**src/rtl/sseg_mux_capture.sv**
```systemverilog
//------------------------------------------------------------------------------
// sseg_mux_capture : decodes a scanned 7-segment an/sseg bus into a 4-digit frame
// Revision 1.0 - initial release
//------------------------------------------------------------------------------
`default_nettype none

module sseg_mux_capture #(
   parameter int SETTLE  = 4,
   parameter int TIMEOUT = 2**20
) (
   input  logic       clk,
   input  logic       reset_n,
   input  logic [3:0] an,
   input  logic [7:0] sseg,
   output logic [3:0] hex3,
   output logic [3:0] hex2,
   output logic [3:0] hex1,
   output logic [3:0] hex0,
   output logic [3:0] dp_out,
   output logic [3:0] digit_valid,
   output logic       frame_done,
   output logic       err
);

   localparam int            TW      = $clog2(TIMEOUT + 1);
   localparam logic [3:0]    C_LAST  = (SETTLE >= 2) ? 4'(SETTLE - 2) : 4'd0;
   localparam logic [TW-1:0] C_TLAST = TW'(TIMEOUT - 1);

   typedef enum logic [1:0] {
      S_IDLE    = 2'd0,
      S_SETTLE  = 2'd1,
      S_CAPTURE = 2'd2,
      S_HOLD    = 2'd3
   } state_t;

   // Returns {legal, value} for a 7-bit active-low segment code.
   function automatic logic [4:0] decode(input logic [6:0] seg);
      logic [4:0] r;
      case (seg)
         7'h40:   r = 5'h10;
         7'h79:   r = 5'h11;
         7'h24:   r = 5'h12;
         7'h30:   r = 5'h13;
         7'h19:   r = 5'h14;
         7'h12:   r = 5'h15;
         7'h02:   r = 5'h16;
         7'h78:   r = 5'h17;
         7'h00:   r = 5'h18;
         7'h10:   r = 5'h19;
         7'h08:   r = 5'h1A;
         7'h03:   r = 5'h1B;
         7'h46:   r = 5'h1C;
         7'h21:   r = 5'h1D;
         7'h06:   r = 5'h1E;
         7'h0E:   r = 5'h1F;
         default: r = 5'h00;
      endcase
      return r;
   endfunction

   function automatic logic [1:0] an_idx(input logic [3:0] a);
      logic [1:0] r;
      case (a)
         4'b1101: r = 2'd1;
         4'b1011: r = 2'd2;
         4'b0111: r = 2'd3;
         default: r = 2'd0;
      endcase
      return r;
   endfunction

   logic [3:0]    an_s1_q, an_s2_q;
   logic [7:0]    sseg_s1_q, sseg_s2_q;
   state_t        state_q, state_d;
   logic [3:0]    cnt_q, cnt_d;
   logic [TW-1:0] tcnt_q, tcnt_d;
   logic [3:0]    lat_an_q, lat_an_d;
   logic [7:0]    lat_sseg_q, lat_sseg_d;
   logic [3:0]    hex_q [4];
   logic [3:0]    hex_d [4];
   logic [3:0]    dp_q, dp_d;
   logic [3:0]    valid_q, valid_d;
   logic [3:0]    seen_q, seen_d;
   logic          frame_q, frame_d;
   logic          err_q, err_d;

   logic          w_one;
   logic          w_multi;
   logic          w_changed;
   logic [4:0]    w_dec;
   logic [1:0]    w_idx;
   logic [3:0]    w_seen_next;
   logic          w_cap;

   assign w_one     = (an_s2_q == 4'b1110) || (an_s2_q == 4'b1101) ||
                      (an_s2_q == 4'b1011) || (an_s2_q == 4'b0111);
   // More than one zero: clearing the lowest set bit of ~an leaves something.
   assign w_multi   = |((~an_s2_q) & ((~an_s2_q) - 4'd1));
   assign w_changed = (an_s2_q != lat_an_q) || (sseg_s2_q != lat_sseg_q);
   assign w_dec     = decode(lat_sseg_q[6:0]);
   assign w_idx     = an_idx(lat_an_q);

   always_comb begin
      state_d     = state_q;
      cnt_d       = cnt_q;
      lat_an_d    = lat_an_q;
      lat_sseg_d  = lat_sseg_q;
      hex_d       = hex_q;
      dp_d        = dp_q;
      valid_d     = valid_q;
      seen_d      = seen_q;
      frame_d     = 1'b0;
      err_d       = 1'b0;
      w_cap       = 1'b0;
      w_seen_next = seen_q | (4'b0001 << w_idx);

      case (state_q)
         S_IDLE: begin
            if (w_one) begin
               state_d    = S_SETTLE;
               cnt_d      = 4'd0;
               lat_an_d   = an_s2_q;
               lat_sseg_d = sseg_s2_q;
            end
         end
         S_SETTLE: begin
            if (w_changed) begin
               cnt_d      = 4'd0;
               lat_an_d   = an_s2_q;
               lat_sseg_d = sseg_s2_q;
               if (!w_one) begin
                  state_d = S_IDLE;
                  err_d   = w_multi;
               end
            end else begin
               cnt_d = cnt_q + 4'd1;
               if (cnt_q >= C_LAST) begin
                  state_d = S_CAPTURE;
               end
            end
         end
         S_CAPTURE: begin
            state_d = S_HOLD;
            w_cap   = 1'b1;
            if (w_dec[4]) begin
               hex_d[w_idx]   = w_dec[3:0];
               dp_d[w_idx]    = ~lat_sseg_q[7];
               valid_d[w_idx] = 1'b1;
               if (w_seen_next == 4'b1111) begin
                  frame_d = 1'b1;
                  seen_d  = 4'b0000;
               end else begin
                  seen_d  = w_seen_next;
               end
            end else begin
               err_d = 1'b1;
            end
         end
         S_HOLD: begin
            // Segment-only changes are deliberately ignored until the anode moves.
            if (an_s2_q != lat_an_q) begin
               if (w_one) begin
                  state_d    = S_SETTLE;
                  cnt_d      = 4'd0;
                  lat_an_d   = an_s2_q;
                  lat_sseg_d = sseg_s2_q;
               end else if (an_s2_q == 4'b1111) begin
                  state_d = S_IDLE;
               end else begin
                  state_d = S_IDLE;
                  err_d   = 1'b1;
               end
            end
         end
         default: state_d = S_IDLE;
      endcase

      // A capture in the expiry cycle takes priority over the timeout clear.
      if (w_cap) begin
         tcnt_d = '0;
      end else if (tcnt_q != C_TLAST) begin
         tcnt_d = tcnt_q + TW'(1);
      end else begin
         tcnt_d  = tcnt_q;
         valid_d = 4'b0000;
         seen_d  = 4'b0000;
      end
   end

   always_ff @(posedge clk or negedge reset_n) begin
      if (!reset_n) begin
         an_s1_q    <= 4'hF;
         an_s2_q    <= 4'hF;
         sseg_s1_q  <= 8'hFF;
         sseg_s2_q  <= 8'hFF;
         state_q    <= S_IDLE;
         cnt_q      <= 4'd0;
         tcnt_q     <= '0;
         lat_an_q   <= 4'hF;
         lat_sseg_q <= 8'hFF;
         hex_q      <= '{default: 4'h0};
         dp_q       <= 4'b0000;
         valid_q    <= 4'b0000;
         seen_q     <= 4'b0000;
         frame_q    <= 1'b0;
         err_q      <= 1'b0;
      end else begin
         an_s1_q    <= an;
         an_s2_q    <= an_s1_q;
         sseg_s1_q  <= sseg;
         sseg_s2_q  <= sseg_s1_q;
         state_q    <= state_d;
         cnt_q      <= cnt_d;
         tcnt_q     <= tcnt_d;
         lat_an_q   <= lat_an_d;
         lat_sseg_q <= lat_sseg_d;
         hex_q      <= hex_d;
         dp_q       <= dp_d;
         valid_q    <= valid_d;
         seen_q     <= seen_d;
         frame_q    <= frame_d;
         err_q      <= err_d;
      end
   end

   assign hex0        = hex_q[0];
   assign hex1        = hex_q[1];
   assign hex2        = hex_q[2];
   assign hex3        = hex_q[3];
   assign dp_out      = dp_q;
   assign digit_valid = valid_q;
   assign frame_done  = frame_q;
   assign err         = err_q;

endmodule

`default_nettype wire

```
**config.mk**
```make
export PLATFORM = sky130hd
export DESIGN_NAME = sseg_mux_capture
export DESIGN_NICKNAME = d
export VERILOG_FILES = /design/src/rtl/sseg_mux_capture.sv
export SDC_FILE = /design/constraint.sdc
export NUM_CORES = 1
export LEC_CHECK = 0
export ABC_AREA = 1
export BUFFER_PORTS_ARGS = -buffer_cell sky130_fd_sc_hd__buf_4
export CAP_MARGIN = 20
export CORE_MARGIN = 2
export CORE_UTILIZATION = 37
export CTS_BUF_LIST = sky130_fd_sc_hd__clkbuf_4
export DETAILED_ROUTE_END_ITERATION = 6
export GPL_TIMING_DRIVEN = 1
export HOLD_SLACK_MARGIN = 0.08
export PLACE_DENSITY_LB_ADDON = 0.08
export SYNTH_ARGS = -nofsm -noshare
export SYNTH_HDL_FRONTEND = slang
export SYNTH_SLANG_ARGS = --single-unit
```
**constraint.sdc**
```tcl
create_clock -name clk -period 3.2 [get_ports clk]
set_input_delay 0.16 -clock clk [delete_from_list [all_inputs] [get_ports clk]]
set_output_delay 0.16 -clock clk [all_outputs]
set_load 0.03 [all_outputs]
```
== Word level (Yosys, flattened, before mapping) ==
Index checks and enable logic that the tools add are counted.

* Order comparisons: 5
* Shift operators: 1
* Divide/modulo/power cells: 0
* Bitwise gates (word level): 6
* Equality and inequality tests: 35
* Reductions and logical operators: 15
* Add/subtract/negate cells: 3
* Multipliers: 0
* Mux-type cells: 49

{| class="wikitable"
|+ Operators with widths
! cell !! number
|-
| $pmux W5 S16 || 1
|-
| $mux W4 || 16
|-
| $mux W21 || 2
|-
| $eq A4 B4 Y1 const B || 7
|-
| $eq A7 B7 Y1 const B || 4
|-
| $mux W8 || 3
|-
| $pmux W4 S3 || 2
|-
| $pmux W8 S3 || 1
|-
| $add A21 B1 Y21 const B || 1
|-
| $eq A7 B5 Y1 const B || 3
|-
| $eq A7 B6 Y1 const B || 3
|-
| $ne A21 B20 Y1 const B || 1
|-
| $bwmux W16 || 1
|-
| $eq A7 B2 Y1 const B || 2
|-
| $eq A7 B4 Y1 const B || 2
|-
| $mux W1 || 12
|-
| $mux W2 || 5
|-
| $demux W4 S2 || 1
|-
| $eq A4 B3 Y1 const B || 2
|-
| $ne A8 B8 Y1 || 1
|-
| $or A4 B4 Y4 || 2
|-
| $pmux W2 S4 || 1
|-
| $eq A7 B3 Y1 const B || 1
|-
| $logic_not A7 Y1 || 1
|-
| other kinds (30) || 39
|}

* Bits in latches: 0
* Output and inout port bits: 26
* Bits in writable memories: 0
* Logic and storage cells: 132
* Input bits: 14
* ROM bits: 0
* Memories kept: 0
* Register bits after elaboration: 93

== Longest topological paths before layout ==
* Word-level depth: 11
* Depth in mapped cells: 13

== Worst setup path after synthesis ==
Ideal clock, no wire load.

* Kind: register to register
* From: reg lat_sseg_q[6]
* To: reg seen_q[1]
* Stages on the path, launching flop included: 13
* Data required time: 3.083 ns
* Path slack: 1.577 ns
* Buffers on the path: 1
* Arrival: 1.506 ns
* Clock period less this slack: 1.623 ns
* Cells stage by stage: dfstp_2 -> inv_2 -> nand3_1 -> nor2_1 -> nand2_1 -> nand3_1 -> nor2_4 -> nand2_4 -> buf_12 -> nand2_1 -> nand2_1 -> nand2_1 -> nand2_1

* Cells in the longest elaborated chain, start to end: 6

{| class="wikitable"
|+ RTL lines
! what !! RTL line !! RTL
|-
| start, declared || 78 || <nowiki>logic [7:0] lat_sseg_q, lat_sseg_d;</nowiki>
|-
| start signal, assigned || 216 || <nowiki>lat_sseg_q <= lat_sseg_d;</nowiki>
|-
| $eq A7 B4 Y1, or another cell as far along || 39 || <nowiki>case (seg)</nowiki>
|-
| $pmux W5 S16 * || 39 ||
|-
| $mux W4 * || 145 || <nowiki>if (w_dec[4]) begin</nowiki>
|-
| $mux W4 * || 117 || <nowiki>case (state_q)</nowiki>
|-
| $mux W4 || 181 || <nowiki>end else if (tcnt_q != C_TLAST) begin</nowiki>
|-
| $mux W4 * || 179 || <nowiki>if (w_cap) begin</nowiki>
|-
| net seen_d[1] || 83 || <nowiki>logic [3:0] seen_q, seen_d;</nowiki>
|-
| end signal, assigned || 220 || <nowiki>seen_q <= seen_d;</nowiki>
|-
| end, declared || 83 ||
|}

The timed path passes the listed nets; every way through them passes the cells marked *.
A chain may end at the register's enable or synchronous reset.

== Worst setup path in the final report ==
* From: reg tcnt_q[0]
* To: reg tcnt_q[1]

* Cells in the longest elaborated chain, start to end: 3

{| class="wikitable"
|+ RTL lines
! what !! RTL line !! RTL
|-
| start, declared || 76 || <nowiki>logic [TW-1:0] tcnt_q, tcnt_d;</nowiki>
|-
| start signal, assigned || 214 || <nowiki>tcnt_q <= tcnt_d;</nowiki>
|-
| $add A21 B1 Y21 || 182 || <nowiki>tcnt_d = tcnt_q + TW'(1);</nowiki>
|-
| $mux W21 || 181 ||
|-
| $mux W21 || 179 ||
|}

Parallel ways exist; a longest one is shown, timed or not. The select of a mux whose other input is x is not followed.

==> metrics.txt <==
status completed; critical path class reg2reg; mean area per synthesized cell 8.22 um2; Final #Nets 643; Worst VDD drop 0.238 mV; post_cts resized 0; cts hold-fix bufs 13; Crit. End Element register; overall power 3.05 mW; setup TNS 0 ps; Slew Limit Fails 0; RSZ-0062 raised after global routing false; Worst setup SP type register; clock-pin transition on the worst setup and hold timing paths 140 ps; most frequent cells in the layout nand2_1 (177), inv_1 (59), dfrtp_1 (57); DIE AREA 13600 um2; final hold vios 0; clock sinks 93; input/output buffers 39; CTS Buf Count 9; Slowest-stage cell, CP nand3_1; n_diodes 0; Crit path largest cell delay 470 ps; met3 wire length 230 um; r2r worst-path depth 7; initial DRC count 145; Rows 41; reg-to-reg critical path startpoint tcnt_q[0]; vias in the first global route 3664; drt total wl 10000 um; fin util 43.1%; largest net degree at the start of global routing 71; Setup WS post-layout 1080 ps; Fmax 0.473 GHz; Clock Path Buffers 2; Die X 117 um; max_slew headroom 40.4%; Mapped Area 4700 um2; drt pass-1 iters 4; die height 117 um; antenna-violating nets left 0; post-synthesis cell count 572; Pwr Density 566 nW/um2; share of cells above drive strength 1 21.7%; initial antenna violation count 0; Crit Path Max Fanout 15; remaining global-route overflow 0; DRC violations left 0; Global Route Usage Sum 16.2%; core box area 12500 um2; H-tree depth 3; Synth async-reset ratio 100%; reg2reg setup slack 1080 ps; DRT met1 WL 4900 um; area delta synth->final 14.7%; post-DR wirelength/cell 12.5 um; Detailed Place HPWL 7130 um; Root Driver clkbuf_4; synth unique cells 36; Crit. Startpoint tcnt_q[0]; Synth Flop Type dfrtp_1; I/O Pins 40; Arr. time, crit path 2490 ps; final setup fails 0; Synth Warn # 0; commonest non-fill, non-tap cell in the layout nand2_1; crit share post-route 66.1%; hold depth 2; Post-CTS Setup Inserts 0; Mapped Nets 589; first-pass GRT wire length 17300 um; LEAKAGE 2.70 nW; placer congestion estimate 0.872; Worst-Skew Late Latency 460 ps; Seq/Total Area, Yosys 50.5%; CP endpoint tcnt_q[1]; worst-path cell chain ha_1 -> nand3_1 -> nor2_1 -> inv_1 -> nor2_1 -> nand3_1 -> o21ai_0; Hold WC Path Type in2reg; Vias/cell 4.72; routed via count 3792; CTS tree built; Max Used Layer met4; Initial Util 37.6%; met2 layer wire length in the routed design 4680 um; Slew @ Worst Pin 894 ps; register bit total from synthesis 93; Place WS 1090 ps; Max-Cap Viols 0; crit path time final 2120 ps; Post-synth EDFFs 0; worst endpoint required time 3580 ps; RR Endpoint tcnt_q[1]; Layout Skew 17.8 ps
## synth_stat cells (2+ instances only)
| library cell | number | area (um2) |
|---|---|---|
| ha_1 | 3 | 37.5 |
| xnor2_1 | 4 | 35.0 |
| clkbuf_1 | 5 | 18.8 |
| o21ai_1 | 12 | 60.1 |
| nor2_2 | 10 | 62.6 |
| o21ai_0 | 17 | 85.1 |
| o31ai_1 | 2 | 15.0 |
| a21oi_1 | 10 | 50.1 |
| inv_2 | 12 | 45.0 |
| buf_2 | 2 | 10.0 |
| dfrtp_1 | 57 | 1430 |
| a31oi_1 | 5 | 31.3 |
| nand3_4 | 5 | 87.6 |
| nand4_1 | 33 | 206 |
| xor2_1 | 3 | 26.3 |
| nand2_4 | 2 | 22.5 |
| inv_1 | 59 | 221 |
| dfstp_2 | 36 | 946 |
| nand3_1 | 48 | 240 |
| buf_6 | 2 | 22.5 |
| nor3_1 | 7 | 35.0 |
| nand2_1 | 177 | 664 |
| nand2_2 | 2 | 12.5 |
| nor2_4 | 4 | 45.0 |
| nor2_1 | 41 | 154 |
| or2_2 | 4 | 25.0 |
## layer usage
metal	up-vias	track usage (%)
met5	-	0
met4	0	7.29
met3	11	2.70
met2	42	25.6
met1	1781	21.8
li1	1958	-
## logic make-up after synthesis
kind of cell    synth area share, %
flops                          50.5
simple gates                   34.1
xor+xnor                       1.30
buf+inv                        7.35
compound gates                 5.94
fa+ha+maj                     0.799
## cell type report
class / count / area, um2
Fill cell: 1285 / 7130
Sequential cell: 93 / 2370
Multi-Input combinational cell: 397 / 1980
Timing Repair Buffer: 54 / 438
Inverter: 71 / 267
Tap cell: 172 / 215
Clock buffer: 15 / 113
Clock inverter: 1 / 3.75
## stage by stage
step / area (um2) / cells / hold WS, ps
after CTS: 5390 / 803 / 278
after floorplan: 4700 / 572 / -136
after global placement: 5140 / 774 / 268
after global routing: 5390 / 803 / 300
final: 5390 / 803 / 338
after detailed placement: 5140 / 774 / 269
## power breakdown
group	switching (mW)	internal [mW]	total (mW)
Clock	0.379	0.212	0.590
Sequential	0.177	1.36	1.54
Combinational	0.640	0.279	0.919
## worst min path at each step
stage                   end  startpoint  slack [ps]
2_1_floorplan     async pin     reset_n        -140
3_3_place_gp   sseg_s1_q[5]     sseg[5]         270
3_5_place_dp   sseg_s1_q[3]     sseg[3]         270
4_1_cts        sseg_s1_q[6]     sseg[6]         280
5_1_grt        sseg_s1_q[6]     sseg[6]         300
6_report       sseg_s1_q[6]     sseg[6]         340
## flip-flops by register name, indices dropped and copies added, names as in the netlist, named ones only
signal,count
hex0,4
hex1,4
seen_q,4
sseg_s2_q,8
sseg_s1_q,8
digit_valid,4
dp_out,4
hex2,4
tcnt_q,21
state_q,1
an_s2_q,4
hex3,4
lat_an_q,4
lat_sseg_q,8
an_s1_q,4
cnt_q,4
err,1
frame_done,1
## worst max-delay path: cells and delay by family (launching register included)
family / cells / cell delay [ps]
compound gates: 1 / 310
simple gates: 4 / 990
buf+inv: 1 / 70
flops: 1 / 430
fa+ha+maj: 1 / 230
Power figures use the tool's default switching activity.
